File: src/rtl/input_conditioner.sv
// Switch input conditioner: polarity fix, synchroniser and counter debounce
// per channel, with registered level, rise/fall pulses and a reset copy.
module input_conditioner #(
   parameter int              N_CH            = 4,
   parameter int              SYNC_STAGES     = 2,
   parameter int              DEBOUNCE_CYCLES = 16,
   parameter logic [N_CH-1:0] ACTIVE_LOW      = '0
) (
   input  logic            clock,
   input  logic            reset_i,
   input  logic [N_CH-1:0] raw_i,
   output logic            reset_o,
   output logic [N_CH-1:0] level_o,
   output logic [N_CH-1:0] rise_o,
   output logic [N_CH-1:0] fall_o,
   output logic            any_change_o
);

   localparam int CW =
      (DEBOUNCE_CYCLES > 1) ? $clog2(DEBOUNCE_CYCLES) : 1;
   localparam logic [CW-1:0] CMAX = CW'(DEBOUNCE_CYCLES - 1);

   logic [N_CH-1:0] pol;
   logic [N_CH-1:0] sync_q [SYNC_STAGES];
   logic [N_CH-1:0] s;
   logic [CW-1:0]   cnt [N_CH];
   logic [N_CH-1:0] diff;
   logic [N_CH-1:0] full;
   logic [N_CH-1:0] accept;

   assign pol = raw_i ^ ACTIVE_LOW;
   assign s   = sync_q[SYNC_STAGES-1];

   always_ff @(posedge clock) begin
      reset_o <= reset_i;
   end

   always_ff @(posedge clock) begin
      if (reset_i) begin
         for (int k = 0; k < SYNC_STAGES; k++)
            sync_q[k] <= '0;
      end else begin
         sync_q[0] <= pol;
         for (int k = 1; k < SYNC_STAGES; k++)
            sync_q[k] <= sync_q[k-1];
      end
   end

   // A channel is accepted when it has differed for the full window.
   always_comb begin
      full = '0;
      for (int i = 0; i < N_CH; i++)
         full[i] = (cnt[i] == CMAX);
   end

   assign diff   = s ^ level_o;
   assign accept = diff & full;

   always_ff @(posedge clock) begin
      if (reset_i) begin
         level_o      <= '0;
         rise_o       <= '0;
         fall_o       <= '0;
         any_change_o <= 1'b0;
         for (int i = 0; i < N_CH; i++)
            cnt[i] <= '0;
      end else begin
         level_o      <= level_o ^ accept;
         rise_o       <= accept & s;
         fall_o       <= accept & ~s;
         any_change_o <= |accept;
         for (int i = 0; i < N_CH; i++) begin
            if (diff[i] && !full[i])
               cnt[i] <= cnt[i] + CW'(1);
            else
               cnt[i] <= '0;
         end
      end
   end

endmodule

File: config.mk
export PLATFORM = sky130hd
export DESIGN_NAME = input_conditioner
export DESIGN_NICKNAME = d
export VERILOG_FILES = /design/src/rtl/input_conditioner.sv
export SDC_FILE = /design/constraint.sdc
export NUM_CORES = 1
export LEC_CHECK = 0
export BUFFER_PORTS_ARGS = -buffer_cell sky130_fd_sc_hd__buf_2
export CAP_MARGIN = 20
export CORE_UTILIZATION = 55
export CTS_CLUSTER_DIAMETER = 40
export DETAILED_ROUTE_END_ITERATION = 8
export GPL_TIMING_DRIVEN = 0
export MAX_ROUTING_LAYER = met4
export PLACE_DENSITY = 0.89
export SYNTH_ARGS = -nofsm -noshare
export SYNTH_HDL_FRONTEND = slang
export SYNTH_SLANG_ARGS = --single-unit
File: constraint.sdc
create_clock -name clock -period 1.9 [get_ports clock]
set_input_delay 0.38 -clock clock [delete_from_list [all_inputs] [get_ports clock]]
set_output_delay 0.38 -clock clock [all_outputs]
set_load 0.01 [all_outputs]
---- Word level (Yosys, flattened, before mapping) ----
Memory sizes are Yosys's and may differ from the RTL's.
Cells that the tools add are included.
word-level totals
  flip-flop bits (word level) ............. 14
  bits in latches ......................... 0
  memory bits (writable) .................. 24
  ROM bits ................................ 0
  output and inout port bits .............. 14
  logic and storage cells ................. 77
  memories ................................ 2
operators by class
  $add $sub $neg .......................... 4
  multiply operators ...................... 0
  div/mod/pow operators ................... 0
  magnitude comparators ................... 0
  equal/unequal tests ..................... 4
  shift-type cells ........................ 0
  muxes and demuxes ....................... 37
  bitwise operators ....................... 16
  reductions and logical operators ........ 9
memories
  memory  words  width  rd ports  clocked after memory_dff  write ports  line  text
  cnt     4      4      4         0                         4            26    logic [CW-1:0] cnt [N_CH];
  sync_q  2      4      2         0                         2            24    logic [N_CH-1:0] sync_q [SYNC_STAGES];
operator list
  cell                                                           count
  4-bit two-way mux                                              10
  1-bit two-way mux                                              27
  4-bit by 1-bit adder with 4-bit output, second input constant  4
  4-bit == test, second input constant                           4
  4-bit bitwise AND                                              3
  1-bit OR                                                       10
  4-bit XOR                                                      2
  1-bit logical AND                                              4
  1-bit logical NOT                                              4
  4-bit inverter                                                 1
  4-bit OR reduction                                             1

---- Logic depth before layout (Yosys ltp) ----
Gate-level depths: netlist of the first run.
  depth after elaboration ................. 8
  mapped depth ............................ 4
  gate-level depth less buffers ........... 4

---- Least setup slack after synthesis of the first run ----
OpenSTA, ideal clock, no wires.
  kind .................................... reg-to-reg
  start ................................... mem cnt[0][0] in the netlist's numbering
  end ..................................... mem cnt[0][3] in the netlist's numbering, data pin
  data arrival time ....................... 1.257 ns
  required time ........................... 1.761 ns
  setup slack ............................. 0.504 ns
  cell stages (with the launch flop) ...... 5
  path buffers ............................ 0
  period minus slack after synthesis ...... 1.396 ns
  cells stage by stage .................... edfxtp_1 > ha_1 > nand3_1 > or3b_1 > nor2_1
RTL lines
  item                line
  start: declaration  26

==> impl_results.md, run 1 <==
- Worst Hold Class: in -> reg
- Non-Filler Instances: roughly 190
- Fin nets: roughly 170
- Routed vias/inst: just over 5
- Initial antenna violation count: 0
- Leakage: ~0.7 nW
- Synth top area share: roughly a third
- RSZ-0062 raised after global routing: false
- Core footprint: 2480 sq um
- Period Utilization, post-route: approximately 84%
- Num rows: 18
- Fin crit period: about 1.6 ns
- Clock network power share: around 29%
- Routed WL: between 2000 and 2500 um
- Cell-internal power: about 1.0 mW
- Full die area: between 2000 and 3000 sq um
- PnR worst setup slack: just over 0.3 ns
- Post-synth ARST share: 0%
- Dpl ws: roughly 0.34 ns
- Post-CTS setup buffers: 0
- Total GRT Usage: around a fifth
- Post-CTS sizing: 0
- Clk buf depth: 2
- Htree depth: 2
- CP startpoint kind: flip-flop
- Largest net degree at the start of global routing: 12
- Setup Total Neg Slack: 0 ns
- Final setup fails: 0
- Post-route DRC: 0
- Status: finished clean
- Global route total overflow: 0
- Die extent in x: approximately 53 um
- WP data arrival: between 1.5 and 2 ns
- Sink Count: 38
- Critical Path End Type: flip-flop
- Count of cell types in the netlist: 21
- Overall die height: roughly 53 um
- Combinational fraction of design power: 4.7%
- Final GP Congestion: approximately 0.68
- Cell with the most instances after synthesis: dfxtp_1
- Clock transition at path regs: between 0.1 and 0.15 ns
- PwrDens: 796 nW/um^2
- Post-synthesis area per instance: about 12 sq um
- Layout Area Growth over Synthesis: 16.4%
- Per-cell routed wire length: ~12 um
- Final hold vios: 0
- Worst EP required: 2.09 ns
- Critical path class: reg -> reg
- Antenna cell count: 0
- Post-synth top area cell: edfxtp_1
- Antenna-violating nets left: 0
- Final Util: around 68%
- CP Max Fanout: 5
- EDFF count, synth: 16
- Placed wire-length estimate: 1670 um
- CTS tree: yes
- Initial DRC count: 14
- Slew Limit Fails: 0
- Switching part of the total: a little over a fifth
- Achievable Freq: 626 MHz
- Ys flop type: dfxtp_1
- Vias: 950
- Vias in the first global route: 908
- Pre-antenna DRT Iters: 4
- CTS Buf Count: 5
- Final Skew: 0.0122 ns
- Worst VDD drop: about 600 uV
- MaxCap Viol Count: 0
- Clk root buf: clkbuf_4
- Post-Syn Instances: 116
- Clock latency on the worst-skew pair: between 0.3 and 0.4 ns
- Synth Cell Area: around 1400 sq um
- Area contributors post-synth: edfxtp_1 (33%), dfxtp_1 (30%), nor4b_1 (5.4%)
- Share of cells above drive strength 1: ~16%
- Dpl cells: 180
- Initial Util: 58.4%
- Synth cell count leaders: dfxtp_1 (22), edfxtp_1 (16), nor2_1 (15)
- Psw: between 0.2 and 0.3 mW
- Yosys reg bits: 38
- Ports: 20
- First-pass GRT wire length: around 3700 um
- Yosys warns: 0
- Post-CTS Hold Buffers: 0
- Fill count: 202
- Sequential element share of the synthesized area: between 60% and 70%
- Input/output buffers: 19
- Sequential Power Share: around two thirds
cell type report:
class	instances	area [sq um]	share of cell area (%)
flip-flops and latches	38	921	54.6
multi-input cells	87	559	33.2
repair buffers	19	95.1	5.64
clock buffers	8	48.8	2.90
well taps	30	37.5	2.23
plain buffers	3	12.5	0.742
inverters	3	11.3	0.668
power groups by stage:
stage / Clock (mW) / Combinational [mW] / Sequential [mW]
floorplan: 0 / 0.0454 / 0.906
CTS: 0.398 / 0.0628 / 0.891
global placement: 0 / 0.0594 / 0.907
detailed placement: 0 / 0.0623 / 0.909
finish: 0.387 / 0.0633 / 0.891
global route: 0.421 / 0.0731 / 0.894
cell families (layout without fill, tap and decap cells):
group,Yosys count,in the layout,synth area share (%)
simple gates,47,47,18.7
flops,38,38,63.6
xor+xnor,12,12,7.26
buf+inv,6,33,1.64
fa+ha+maj,4,4,3.46
compound gates,4,4,2.33
mux,4,4,2.77
other cells,1,16,0.259
metal layers:
metal  vias to the layer above  global-route usage [%]  wire [um]
met3                         4                    6.03         80
li1                        474                       -          -
met1                       454                    18.4        928
met2                        18                    35.2       1230
met4                         0                    13.2         47
met5                         -                       -          0
final timing paths:
path / startpoint / end / slack, ns / depth (start not counted)
setup / recovery: cnt[0][0] / cnt[0][3] / 0.30 / 4
hold reg to reg: sync_q[0][3] / sync_q[0][7] / 0.44 / 1
setup reg to reg: cnt[0][0] / cnt[0][3] / 0.30 / 4
hold / removal: reset_i / reset_o / 0.17 / 1
critical path, cell delays in order (launching register included):
cell and delay (ns):
edfxtp_1 0.43, ha_1 0.25, nand3_1 0.19, or3b_1 0.43, nor2_1 0.15
cells in the final DEF (no fill, tap or decap), drive strengths merged:
cell,n
nor3,3
mux2i,4
inv,3
nor2,15
ha,4
a21oi,1
and3,2
or3b,2
clkbuf,8
xor2,3
nor4b,9
nor2b,8
xnor2,9
nand3,8
a311o,1
o22a,2
edfxtp,16
dfxtp,22
conb,16
buf,22
metrics by stage:
step,area [sq um],total power [mW],hold slack (ns)
after global placement,1640,0.967,0.420
final,1690,1.34,0.168
after global routing,1690,1.39,0.161
after floorplan,1500,0.951,0.408
after detailed placement,1640,0.972,0.425
after CTS,1690,1.35,0.161
Note: power is estimated with default switching activity, not from simulation.
==> run 2: changes to the inputs <==
Clock period 1.9 ns to 1.47 ns, I/O delays scaled along.
==> impl_results.md, run 2 (same netlist as run 1, synthesis figures left out) <==
- Status: finished clean
- Clock latency on the worst-skew pair: 0.33 ns (about the same)
- Critical Path End Type: flip-flop
- Share of cells above drive strength 1: 23.5% (+7.0 points)
- Routing usage on met2: 35.4% (+0.21 points)
- CP startpoint kind: flip-flop
- Sink Count: 38 (unchanged)
- Placed Area: 1640 sq um (unchanged)
- Gr busiest metal: met2
- Worst hold slack: 0.0871 ns (-0.0805 ns)
- Htree depth: 2 (unchanged)
- Core footprint: 2480 sq um (unchanged)
- Worst slew margin: roughly two thirds
- Layout Area Growth over Synthesis: 21.5%
- Critical path class: reg -> reg
- Worst path slowest cell: edfxtp_1
- CTS Buf Count: 5 (unchanged)
- PnR worst setup slack: 0.0142 ns (-0.289 ns)
- Ports: 20 (unchanged)
- Slew @ Worst Pin: 0.506 ns
- Worst Hold Class: in -> reg
- Worst EP required: 1.67 ns (-0.42 ns)
- MaxCap Viol Count: 0 (unchanged)
- Full die area: 2840 sq um (unchanged)
- Routed WL: 2590 um (+13%)
- Clock transition at path regs: 0.11 ns (about the same)
- Worst VDD drop: 939 uV (+54%)
- Period Utilization, post-route: 99.0% (+15 points)
- Final hold vios: 0 (unchanged)
- Met3 usage: 6.32% (+0.29 points)
- WHS Endpoint: reset_o
- PwrDens: 996 nW/um^2 (+25%)
- WP data arrival: 1.66 ns (-0.13 ns)
- Input/output buffers: 19 (unchanged)
- Clk root buf: clkbuf_4
- First-pass GRT wire length: 3800 um (+3.4%)
- Initial antenna violation count: 0 (unchanged)
- Clk buf depth: 2 (unchanged)
- Vias in the first global route: 931 (+2.5%)
- RR Endpoint: cnt[0][3]
- Antenna cell count: 0 (unchanged)
- Finished Cell Area: 1760 sq um (+4.4%)
- Crit-path cells: ha_2 > nand3_4 > or3b_4 > nor2_2
- GR Util met1: 19.3% (+0.91 points)
- Slew Limit Fails: 0 (unchanged)
- Vias: 971 (+2.2%)
- Hold path start: reset_i
- Worst hold stages: 1 (unchanged)
- Pre-antenna DRT Iters: 3 (-1)
- Per-cell routed wire length: 13.5 um (+11%)
- Num rows: 18 (unchanged)
- Final GP Congestion: 0.677 (unchanged)
- FF-to-FF Start: cnt[0][1]
- Most frequent cells in the layout: dfxtp_1 (22), buf_2 (20), edfxtp_1 (16), conb_1 (16), nor2_1 (14)
- Die extent in x: 53.3 um (unchanged)
- Setup Total Neg Slack: 0 ns (unchanged)
- Antenna-violating nets left: 0 (unchanged)
- Leakage: 0.732 nW (+2.7%)
- Routed vias/inst: 5.06 (about the same)
- Slowest stage delay, CP: 0.43 ns (about the same)
- Dpl ws: -0.0926 ns (-0.430 ns)
- CTS tree: yes
- Largest net degree at the start of global routing: 12 (unchanged)
- R2R Setup Slk: 0.01 ns (-0.29 ns)
- Fin nets: 171 (+2.4%)
- Final Skew: 0.0137 ns (+0.00149 ns)
- Initial Util: 58.4% (unchanged)
- Total GRT Usage: 20.6% (+0.56 points)
- Global route total overflow: 0 (unchanged)
- Overall die height: 53.3 um (unchanged)
- Most common cell after layout, fill and taps aside: dfxtp_1
- Final setup fails: 0 (unchanged)
- Achievable Freq: 687 MHz (+9.7%)
- Fin crit period: 1.46 ns (-0.141 ns)
- Placed wire-length estimate: 1670 um (unchanged)
- Initial DRC count: 12 (-2)
- CP Max Fanout: 5 (unchanged)
- Post-route DRC: 0 (unchanged)
- Path depth of the worst reg2reg path: 4 (unchanged)
- Fill count: 194 (-4.0%)
==> run 2: cell types whose count changed in the layout (fill, tap and decap cells not counted), moves of 2 or more <==
cell	previous run	this run
or3b_1	2	0
buf_4	0	4
ha_1	4	2
nand3_1	8	6
nand3_4	0	2
or3b_4	0	2
ha_2	0	2
==> run 2: routing by layer <==
| layer | wire (um) | share of wire [%] | vias up |
|---|---|---|---|
| met2 | 1420 | 55 | 18 |
| met4 | 62 | 2.4 | 0 |
| met5 | 0 | 0 | - |
| met1 | 1050 | 40 | 466 |
| li1 | - | - | 481 |
| met3 | 68 | 2.6 | 6 |
==> run 2: area by class of cell <==
class	instances	area, sq um	share of cell area, %
clock buffer	8	48.8	2.77
tap	30	37.5	2.13
sequential	38	921	52.3
timing repair buffer	23	125	7.11
inverter	3	11.3	0.640
buffer	3	12.5	0.711
multi-input combinational	87	603	34.3
==> run 2: critical path: cells and delay by family, from the launching register on <==
kind,cells,cell delay [ns]
and+or+nand+nor,3,0.66
DFF,1,0.43
adders and majority gates,1,0.24
==> run 2: through the flow <==
step / power [mW] / std cells / utilization (%)
floorplan: 1.23 / 131 / -
global placement: 1.25 / 180 / 66.1
detailed placement: 1.26 / 180 / 66.1
CTS: 1.75 / 189 / 68.9
global route: 1.81 / 192 / 71.0
finish: 1.75 / 192 / 71.0
==> run 2: how the worst max path moves through the flow <==
stage / start / end
finish: cnt[0][1] / cnt[0][3]
global route: cnt[0][1] / cnt[0][3]
CTS: cnt[1][0] / cnt[1][1]
detailed placement: cnt[0][0] / cnt[0][3]
global placement: cnt[1][0] / cnt[1][3]
floorplan: cnt[0][0] / cnt[0][3]
==> run 2: repair_timing <==
item,4_1_cts,5_1_grt
hold buffers,0,0
buffers inserted,1,3
pin swaps,0,1
endpoints found under the setup margin,6,5
resized for setup,4,6
==> run 2: where the power goes <==
part / switching [mW] / internal, mW
logic: 0.0527 / 0.0436
registers: 0.0252 / 1.13
clock network: 0.310 / 0.191
